### src/rtl/prog_rom_responder_if.sv
// prog_rom_responder_if
// ---------------------
// Fetch bus between the TPU (master) and the program store (slave).
// The master drives a request and an address. The slave returns the word,
// a one-cycle ready pulse, and a busy flag.
//
// Signals:
//   rd_rqst  master->slave  fetch request (TPU o_RD_RQST)
//   addr     master->slave  fetch address (TPU o_ADDR)
//   rdata    slave->master  fetched instruction word (o_DO)
//   ready    slave->master  one-cycle pulse, rdata valid (o_READY)
//   busy     slave->master  fetch in flight (o_BUSY)
//   perr     slave->master  parity error pulse (o_PERR), present only
//                           when PROG_ROM_PARITY_EN is defined
interface prog_rom_responder_if #(
  parameter int ADDR_W = 7,
  parameter int DATA_W = 16
);
  logic              rd_rqst;
  logic [ADDR_W-1:0] addr;
  logic [DATA_W-1:0] rdata;
  logic              ready;
  logic              busy;
`ifdef PROG_ROM_PARITY_EN
  logic              perr;

  modport master (output rd_rqst, addr, input rdata, ready, busy, perr);
  modport slave  (input rd_rqst, addr, output rdata, ready, busy, perr);
`else
  modport master (output rd_rqst, addr, input rdata, ready, busy);
  modport slave  (input rd_rqst, addr, output rdata, ready, busy);
`endif
endinterface

### src/rtl/prog_rom_responder.sv
// prog_rom_responder
// ------------------
// This is a host-loadable instruction store that answers the TPU
// program-fetch interface. Each fetch is answered with a single-cycle ready
// pulse, RD_LATENCY cycles after the request is accepted. The block also
// drives the TPU run-enable o_REB (active low). o_REB holds the core halted
// while the host loads the program.
//
// Ports:
//   i_SCLK        clock, rising edge
//   i_RESET       synchronous active-high reset
//   i_LD_WE       host write strobe, honoured only in load mode (o_REB=1)
//   i_LD_ADDR     host write address
//   i_LD_DATA     host write data
//   i_LD_DONE     host pulse: load complete, release the TPU
//   i_LD_RESTART  host pulse: re-halt the TPU for reloading
//   o_REB         TPU run-enable, active low
//   fetch         slave side of prog_rom_responder_if
//                 (rd_rqst/addr in, rdata/ready/busy[/perr] out)
//
// Optional feature macro: PROG_ROM_PARITY_EN
//   When this macro is defined, each word stores an even-parity bit and
//   fetch.perr pulses with fetch.ready when the stored parity does not match
//   the word. A load write of all-ones data in the same cycle as i_LD_DONE
//   stores inverted parity, so that an error can be injected.
//
// DEPTH must equal 2**ADDR_W, so every address is in range.
module prog_rom_responder #(
  parameter int ADDR_W     = 7,
  parameter int DATA_W     = 16,
  parameter int DEPTH      = 128,
  parameter int RD_LATENCY = 2
) (
  input  logic                   i_SCLK,
  input  logic                   i_RESET,
  input  logic                   i_LD_WE,
  input  logic [ADDR_W-1:0]      i_LD_ADDR,
  input  logic [DATA_W-1:0]      i_LD_DATA,
  input  logic                   i_LD_DONE,
  input  logic                   i_LD_RESTART,
  output logic                   o_REB,
  prog_rom_responder_if.slave    fetch
);

  localparam logic [3:0] LAT_M1 = 4'(RD_LATENCY - 1);

  typedef enum logic [1:0] {
    IDLE = 2'd0,
    WAIT = 2'd1,
    RESP = 2'd2
  } state_e;

  // Program storage. Reset does not clear it, so a program survives a core reset.
  logic [DATA_W-1:0] mem_q [DEPTH];

  state_e            state_q, state_d;
  logic [3:0]        cnt_q, cnt_d;
  logic [ADDR_W-1:0] addr_q, addr_d;
  logic [DATA_W-1:0] do_q, do_d;
  logic              ready_q, ready_d;
  logic              busy_q, busy_d;
  logic              reb_q, reb_d;

  // Writes land only while the core is halted, so a running program cannot be
  // altered under the TPU.
  always_ff @(posedge i_SCLK) begin
    if (i_LD_WE && reb_q) begin
      mem_q[i_LD_ADDR] <= i_LD_DATA;
    end
  end

`ifdef PROG_ROM_PARITY_EN
  logic par_q [DEPTH];
  logic perr_q, perr_d;
  logic par_wr;

  // Even parity. The all-ones-with-done combination flips the stored bit so
  // that the bench can inject an error.
  assign par_wr = (^i_LD_DATA) ^ (i_LD_DONE && (&i_LD_DATA));

  always_ff @(posedge i_SCLK) begin
    if (i_LD_WE && reb_q) begin
      par_q[i_LD_ADDR] <= par_wr;
    end
  end

  assign fetch.perr = perr_q;
`endif

  // Next-state logic.
  // Outputs are derived from the next state, so ready and busy come from
  // flops and line up with the state the FSM is entering.
  // The word is read at the edge that enters RESP. With a latency of 1, that
  // edge is also the acceptance edge, so the address comes from addr_d rather
  // than from the captured copy.
  always_comb begin
    state_d = state_q;
    cnt_d   = cnt_q;
    addr_d  = addr_q;
    do_d    = do_q;
    ready_d = 1'b0;
    busy_d  = 1'b0;
`ifdef PROG_ROM_PARITY_EN
    perr_d  = 1'b0;
`endif

    if (i_LD_RESTART) begin
      reb_d = 1'b1;
    end else if (i_LD_DONE) begin
      reb_d = 1'b0;
    end else begin
      reb_d = reb_q;
    end

    case (state_q)
      IDLE: begin
        if (fetch.rd_rqst && !reb_q) begin
          addr_d  = fetch.addr;
          cnt_d   = LAT_M1;
          state_d = (RD_LATENCY == 1) ? RESP : WAIT;
        end
      end
      WAIT: begin
        if (cnt_q != 4'd0) begin
          cnt_d = cnt_q - 4'd1;
        end
        if (cnt_q <= 4'd1) begin
          state_d = RESP;
        end
      end
      RESP: begin
        state_d = IDLE;
      end
      default: begin
        state_d = IDLE;
      end
    endcase

    if (state_d == RESP && state_q != RESP) begin
      do_d = mem_q[addr_d];
`ifdef PROG_ROM_PARITY_EN
      perr_d = (^mem_q[addr_d]) != par_q[addr_d];
`endif
    end

    ready_d = (state_d == RESP);
    busy_d  = (state_d != IDLE);
  end

  // FSM and output registers. Reset overrides a fetch in flight.
  always_ff @(posedge i_SCLK) begin
    if (i_RESET) begin
      state_q <= IDLE;
      cnt_q   <= 4'd0;
      addr_q  <= '0;
      do_q    <= '0;
      ready_q <= 1'b0;
      busy_q  <= 1'b0;
      reb_q   <= 1'b1;
`ifdef PROG_ROM_PARITY_EN
      perr_q  <= 1'b0;
`endif
    end else begin
      state_q <= state_d;
      cnt_q   <= cnt_d;
      addr_q  <= addr_d;
      do_q    <= do_d;
      ready_q <= ready_d;
      busy_q  <= busy_d;
      reb_q   <= reb_d;
`ifdef PROG_ROM_PARITY_EN
      perr_q  <= perr_d;
`endif
    end
  end

  assign fetch.rdata = do_q;
  assign fetch.ready = ready_q;
  assign fetch.busy  = busy_q;
  assign o_REB       = reb_q;

endmodule

### src/flat_wrapper.sv
// flat-port wrapper written by rule: the top's interface ports become plain ports
module prog_rom_responder_flat 
#(
  parameter int ADDR_W     = 7,
  parameter int DATA_W     = 16,
  parameter int DEPTH      = 128,
  parameter int RD_LATENCY = 2
)
  (i_SCLK, i_RESET, i_LD_WE, i_LD_ADDR, i_LD_DATA, i_LD_DONE, i_LD_RESTART, o_REB, fetch_rd_rqst, fetch_addr, fetch_rdata, fetch_ready, fetch_busy);
  prog_rom_responder_if #(.ADDR_W(ADDR_W), .DATA_W(DATA_W)) fetch_i ();
  input  logic i_SCLK;
  input  logic i_RESET;
  input  logic i_LD_WE;
  input  logic [ADDR_W-1:0] i_LD_ADDR;
  input  logic [DATA_W-1:0] i_LD_DATA;
  input  logic i_LD_DONE;
  input  logic i_LD_RESTART;
  output logic o_REB;
  input wire logic [$bits(fetch_i.rd_rqst)-1:0] fetch_rd_rqst;
  input wire logic [$bits(fetch_i.addr)-1:0] fetch_addr;
  output wire logic [$bits(fetch_i.rdata)-1:0] fetch_rdata;
  output wire logic [$bits(fetch_i.ready)-1:0] fetch_ready;
  output wire logic [$bits(fetch_i.busy)-1:0] fetch_busy;
  assign fetch_i.rd_rqst = fetch_rd_rqst;
  assign fetch_i.addr = fetch_addr;
  assign fetch_rdata = fetch_i.rdata;
  assign fetch_ready = fetch_i.ready;
  assign fetch_busy = fetch_i.busy;
  prog_rom_responder #(.ADDR_W(ADDR_W), .DATA_W(DATA_W), .DEPTH(DEPTH), .RD_LATENCY(RD_LATENCY)) u_core (.i_SCLK(i_SCLK), .i_RESET(i_RESET), .i_LD_WE(i_LD_WE), .i_LD_ADDR(i_LD_ADDR), .i_LD_DATA(i_LD_DATA), .i_LD_DONE(i_LD_DONE), .i_LD_RESTART(i_LD_RESTART), .o_REB(o_REB), .fetch(fetch_i));
endmodule
### config.mk
export PLATFORM = sky130hd
export DESIGN_NAME = prog_rom_responder_flat
export DESIGN_NICKNAME = d
export VERILOG_FILES = /design/src/rtl/prog_rom_responder_if.sv /design/src/rtl/prog_rom_responder.sv /design/src/flat_wrapper.sv
export SDC_FILE = /design/constraint.sdc
export NUM_CORES = 2
export LEC_CHECK = 0
export ABC_AREA = 1
export CAP_MARGIN = 15
export CELL_PAD_IN_SITES_DETAIL_PLACEMENT = 0
export CELL_PAD_IN_SITES_GLOBAL_PLACEMENT = 1
export CORE_ASPECT_RATIO = 1.4
export CORE_MARGIN = 5
export CORE_UTILIZATION = 28
export DETAILED_ROUTE_END_ITERATION = 8
export PLACE_DENSITY = 0.59
export SLEW_MARGIN = 20
export SYNTH_ARGS = -nofsm -noshare
export SYNTH_HDL_FRONTEND = slang
export SYNTH_SLANG_ARGS = --single-unit
### constraint.sdc
create_clock -name i_SCLK -period 5.58 [get_ports i_SCLK]
set_input_delay 1.674 -clock i_SCLK [delete_from_list [all_inputs] [get_ports i_SCLK]]
set_output_delay 1.674 -clock i_SCLK [all_outputs]
set_load 0.01 [all_outputs]
Word level (Yosys, flattened, before mapping)

Memory sizes are Yosys's and may differ from the RTL's. A register that Yosys moved wholly into a read port is not among the register bits.
Index checks and enable logic that the tools add are counted.

Output and inout port bits: 19
Bits in registers: 16
Bits of input ports: 36
Logic and storage cells: 34
Bits in writable memories: 2048
Memories kept: 1

Memories:

| memory       | depth | bits a word | read ports | clocked after Yosys merged registers in | wr ports | RTL line                 | text |
|---|---|---|---|---|---|---|---|
| u_core.mem_q | 128   | 16          | 1          | 1                                       | 1        | prog_rom_responder.sv:54 | `logic [DATA_W-1:0] mem_q [DEPTH];` |

Magnitude comparators: 1
Multiplexer cells: 10
Reduce and logical (&&, ||, !) cells: 10
Add/sub/neg operators: 1
Eq/ne operators: 5

Operators by type and width:

| kind                                                           | number |
|---|---|
| two-way mux 7 bit                                              | 2 |
| two-way mux 4 bit                                              | 2 |
| one-hot mux 4 bit (2 select lines)                             | 1 |
| less-or-equal comparator 4 x 1 -> 1 bit, second input constant | 1 |
| two-way mux 2 bit                                              | 2 |
| != test 2 x 1 -> 1 bit, second input constant                  | 2 |
| one-hot mux 2 bit (2 select lines)                             | 1 |
| nonzero test 2 bit                                             | 2 |
| nonzero test 4 bit                                             | 1 |
| subtractor 4 x 1 -> 4 bit, second input constant               | 1 |
| logical AND 1 bit                                              | 3 |
| AND reduction 3 bit                                            | 1 |
| == test 2 x 1 -> 1 bit, second input constant                  | 1 |
| == test 2 bit, second input constant                           | 1 |
| zero test 2 bit                                                | 1 |
| two-way mux 1 bit                                              | 2 |
| != test 2 bit, second input constant                           | 1 |
| OR reduction 2 bit                                             | 1 |
| zero test 1 bit                                                | 1 |

Depth between registers and ports, before layout

Word-level depth: 6
Mapped depth: 18
Depth with buffers taken out: 15

Worst setup path before layout

OpenSTA, ideal clock, no wires.

Path kind: input -> register
From: in i_LD_WE
To: mem u_core.mem_q[105][0] (enable)
Library setup time: 388 ps
Data required time: 5192 ps
Stages on the path: 6
Data arrival time: 3103 ps
Slack: 2089 ps
Buffers on the path: 2
Cells stage by stage: nand2_1 -> inv_1 -> clkbuf_1 -> nand2_1 -> clkbuf_1 -> nor2_1

Word-level cells in the longest chain between the ends: 3

RTL lines:

| what                                    | RTL line                 | text |
|---|---|---|
| from (decl)                             | flat_wrapper.sv:13       | `input logic i_LD_WE;` |
| logical AND 1 bit                       | prog_rom_responder.sv:67 | `if (i_LD_WE && reb_q) begin` |
| two-way mux 1 bit                       | prog_rom_responder.sv:67 |  |
| two-way mux 1 bit (implied by the code) | prog_rom_responder.sv:68 | `mem_q[i_LD_ADDR] <= i_LD_DATA;` |
| to (decl)                               | prog_rom_responder.sv:54 |  |

Every way passes these cells.

Worst setup path in the final report

From: in fetch_rd_rqst
To: reg u_core.do_q[11], in the netlist u_core.fetch.rdata[11], read port of u_core.mem_q

Word-level cells in the longest chain between the ends: 5
Elaborated cells on any way between the ends: 7
Classes of those cells: 1 x eq/ne; 4 x mux; 2 x reduce/logical

RTL lines:

| what                               | RTL line                  | text |
|---|---|---|
| from (decl)                        | flat_wrapper.sv:19        | `input wire logic [$bits(fetch_i.rd_rqst)-1:0] fetch_rd_rqst;` |
| logical AND 1 bit *                | prog_rom_responder.sv:117 | `if (fetch.rd_rqst && !reb_q) begin` |
| two-way mux 2 bit                  | prog_rom_responder.sv:117 |  |
| one-hot mux 2 bit (2 select lines) | prog_rom_responder.sv:115 | `case (state_q)` |
| == test 2 bit                      | prog_rom_responder.sv:139 | `if (state_d == RESP && state_q != RESP) begin` |
| logical AND 1 bit                  | prog_rom_responder.sv:139 |  |
| to (decl)                          | prog_rom_responder.sv:59  | `logic [DATA_W-1:0] do_q, do_d;` |

Mark *: on every way between the ends. The rest lies on a longest branch, timed or not.
A chain may end at the register's enable or synchronous reset.

==> reports/results.txt <==
Status = completed
Share of cells above drive strength 1 = 9.53%
Top sig layer = met5
Initial Util = 28.1%
Synth Instances = 6948
Syn avg cell area = 12.1 sq um
Pint = 25.0 mW
Lkg Pwr = 33.1 nW
Synth Flop Type = edfxtp_1
CP dominant cell by count = nand3_1
Slew margin rel. = 33.1%
WL/cell = 25.2 um
Met3 wire length = 14200 um
Setup ws final = 0.842 ns
Later-pin clock latency in the skew report = 0.86 ns
Top post-synthesis cells by count = nand3_1 (2165), edfxtp_1 (2048), nand2_1 (1972)
Maxcap violations = 0
Cell area power density = 337 mW/mm^2
Filler cells = 29600
Critical path peak fanout = 49
Net Sw Frac = 23.6%
Core area = 0.298 sq mm
Antenna violations before repair = 11
Max-slew violation count = 0
Nature of the critical path startpoint = input pin
Die area = 0.311 sq mm
Placed cell area = 0.0911 sq mm
FP Rows = 237
Syn. warnings = 0
DIE WIDTH = 473 um
Pre-antenna DRT Iters = 6
# resized after CTS = 0
Placed Instances = 10900
H-tree levels = 4
Worst-case clock buffer depth = 4
Starting DRT DRC Count = 5690
Drt drc = 0
Top-count cell post-synth = nand3_1
Post-synth EDFFs = 2048
Asr flop ratio synth = 0%
Final ANT Viol Nets = 0
Final setup vio count = 0
Clock Pin Slew Worst Setup and Hold Paths = 0.06 ns
P&R area growth vs syn = 15.9%
Worst Path Required = 6.37 ns
Area of the multi-input gates = 0.0193 sq mm
Register Area = 0.0621 sq mm
Synth unique cells = 29
RSZ-0062 raised after global routing = false
Worst-Margin Slew = 1.00 ns
Routability cong. = 0.817
DRT met1 WL = 114000 um
Synthesized cell area = 0.0839 sq mm
Grt ovf = 0
Power share of the clock group = 40.0%
Hold Buf Count CTS = 0
Synth top area share = 73.3%
Non-Filler Instances = 11200
Share of total power in combinational logic = 7.6%
Crit path largest cell delay = 0.44 ns
Pre-CTS setup slack = -0.0684 ns
Max Clock Freq = 211 MHz
Vias per cell = 4.98
Nets = 7147
Synth area leader = edfxtp_1
Pin count of the biggest net entering global routing = 101
Hpwl dp = 169000 um
Root Buffer = clkbuf_16
Min-delay worst type = reg -> reg
Peak supply drop = 0.214 mV
Hold Fails Final Rpt = 0
Hold slack = 0.529 ns
Switching Power = 7.75 mW
Post-route clock period utilization = 84.9%
Register bit count reported by yosys = 2080
CTS sink cnt = 2080
Layout Skew = 0.0385 ns
DR vias = 55900
Sequential share of the synthesized area = 74.1%
Syn Nets = 6987
Crit-path cells = clkdlybuf4s50_1 > inv_1 > nor2_4 > nand2_4 > nand2_1 > nand2_8 > buf_12 > buf_4 > nand2_1 > nand3_1 > nand3_1 > nand3_1 > nand3_1 > nand3_1 > nand3_1 > nand3_1 > nand2_1 > inv_1
Crit. End Element = flop
TritonCTS Buffers = 196
Tmin final = 4.74 ns
Synth area leaders = edfxtp_1 (73%), nand3_1 (13%), nand2_1 (8.8%), buf_2 (2.3%), dfxtp_1 (0.76%)
First-pass GRT wire length = 404000 um
Die span in y = 658 um
Worst EP arrival = 5.53 ns
Crit path kind = in -> reg
Buffers on Ports = 54
Vias in the first global route = 54200
CTS tree = done
Total GRT Usage = 17.6%
I/O pin count = 55
Wire length on met2 = 143000 um
Sequential Power Share = 52.5%
Total length of routed wires = 282000 um
Slowest-stage cell, CP = buf_4
Design area = 0.0972 sq mm
Setup Fix Bufs, Post-CTS = 0
registers in the layout (all words and copies together) (netlist names):
register	count
u_core.state_q	2
u_core.fetch.ready	1
u_core.cnt_q	4
u_core.addr_q	7
u_core.o_REB	1
u_core.mem_q	2048
u_core.fetch.busy	1
u_core.fetch.rdata	16
layout make-up:
class | instances | share of cell area [%]
Inverter | 55 | 0.227
Tap cell | 3943 | 5.08
Multi-Input combinational cell | 4340 | 19.9
Sequential cell | 2080 | 63.9
Clock inverter | 109 | 0.913
Antenna cell | 7 | 0.0180
Clock buffer | 242 | 5.35
Timing Repair Buffer | 435 | 4.61
power by group through the flow:
stage / clock, mW / combinational [mW] / sequential, mW
after global placement: 0 / 2.51 / 17.5
after detailed placement: 0 / 2.52 / 17.5
final: 13.1 / 2.49 / 17.2
after CTS: 13.4 / 2.52 / 17.2
after global routing: 14.0 / 2.66 / 17.2
after floorplan: 0 / 1.19 / 17.5
routing by layer:
| metal | track usage (%) | up-vias |
|---|---|---|
| met1 | 22.5 | 28500 |
| li1 | - | 25200 |
| met5 | 0 | - |
| met2 | 30.9 | 1840 |
| met4 | 6.42 | 4 |
| met3 | 1.68 | 381 |
critical path: cells and delay by family:
family	cells	cell delay (ns)
buffers and inverters	5	1.27
AND/OR/NAND/NOR	13	2.50
per-stage QoR:
stage	util (%)	setup TNS, ns	total power, mW
2_1_floorplan	-	0	18.7
3_3_place_gp	30.5	-0.328	20.1
3_5_place_dp	30.6	-0.150	20.1
4_1_cts	32.6	0	33.1
5_1_grt	32.6	0	33.8
6_report	32.6	0	32.8
kinds of logic (layout without fill, tap and decap cells):
logic type	Yosys count	count (layout)	synth area share (%)
compound gates	31	31	0.276
flops	2080	2080	74.1
fa+ha+maj	3	3	0.0448
simple gates	4306	4306	22.6
buf+inv	528	841	3.04
other cells	0	7	0
path summary, 6_finish.rpt:
| kind | from | end | slack [ns] | cells after the start |
|---|---|---|---|---|
| hold / removal | u_core.o_REB$_SDFFE_PP1P_ | u_core.o_REB$_SDFFE_PP1P_ | 0.53 | 2 |
| setup reg to reg | u_core.o_REB$_SDFFE_PP1P_ | u_core.fetch.rdata[11]$_SDFFE_PP0P_ | 1.73 | 16 |
| setup / recovery | fetch_rd_rqst | u_core.fetch.rdata[11]$_SDFFE_PP0P_ | 0.84 | 18 |
| hold reg to reg | u_core.o_REB$_SDFFE_PP1P_ | u_core.o_REB$_SDFFE_PP1P_ | 0.53 | 2 |
layout by cell type, fill, tap and decap left out, types with 4 or more instances in the layout:
master | netlist | final
nand3_1 | 2165 | 2164
edfxtp_1 | 2048 | 2048
nand2_1 | 1972 | 1971
buf_4 | 10 | 301
clkbuf_16 | 0 | 200
nor2_1 | 146 | 133
buf_12 | 0 | 87
clkinv_1 | 1 | 53
inv_1 | 53 | 50
clkbuf_1 | 56 | 38
clkdlybuf4s50_1 | 0 | 38
dfxtp_1 | 32 | 32
clkinv_2 | 0 | 28
o21a_1 | 16 | 16
nor3_1 | 13 | 13
nor2_2 | 1 | 13
bufinv_16 | 0 | 13
buf_6 | 7 | 9
clkinvlp_4 | 0 | 8
diode_2 | 0 | 7
o21ai_4 | 2 | 6
clkbuf_8 | 0 | 4
(Power assumes the default switching activity.)
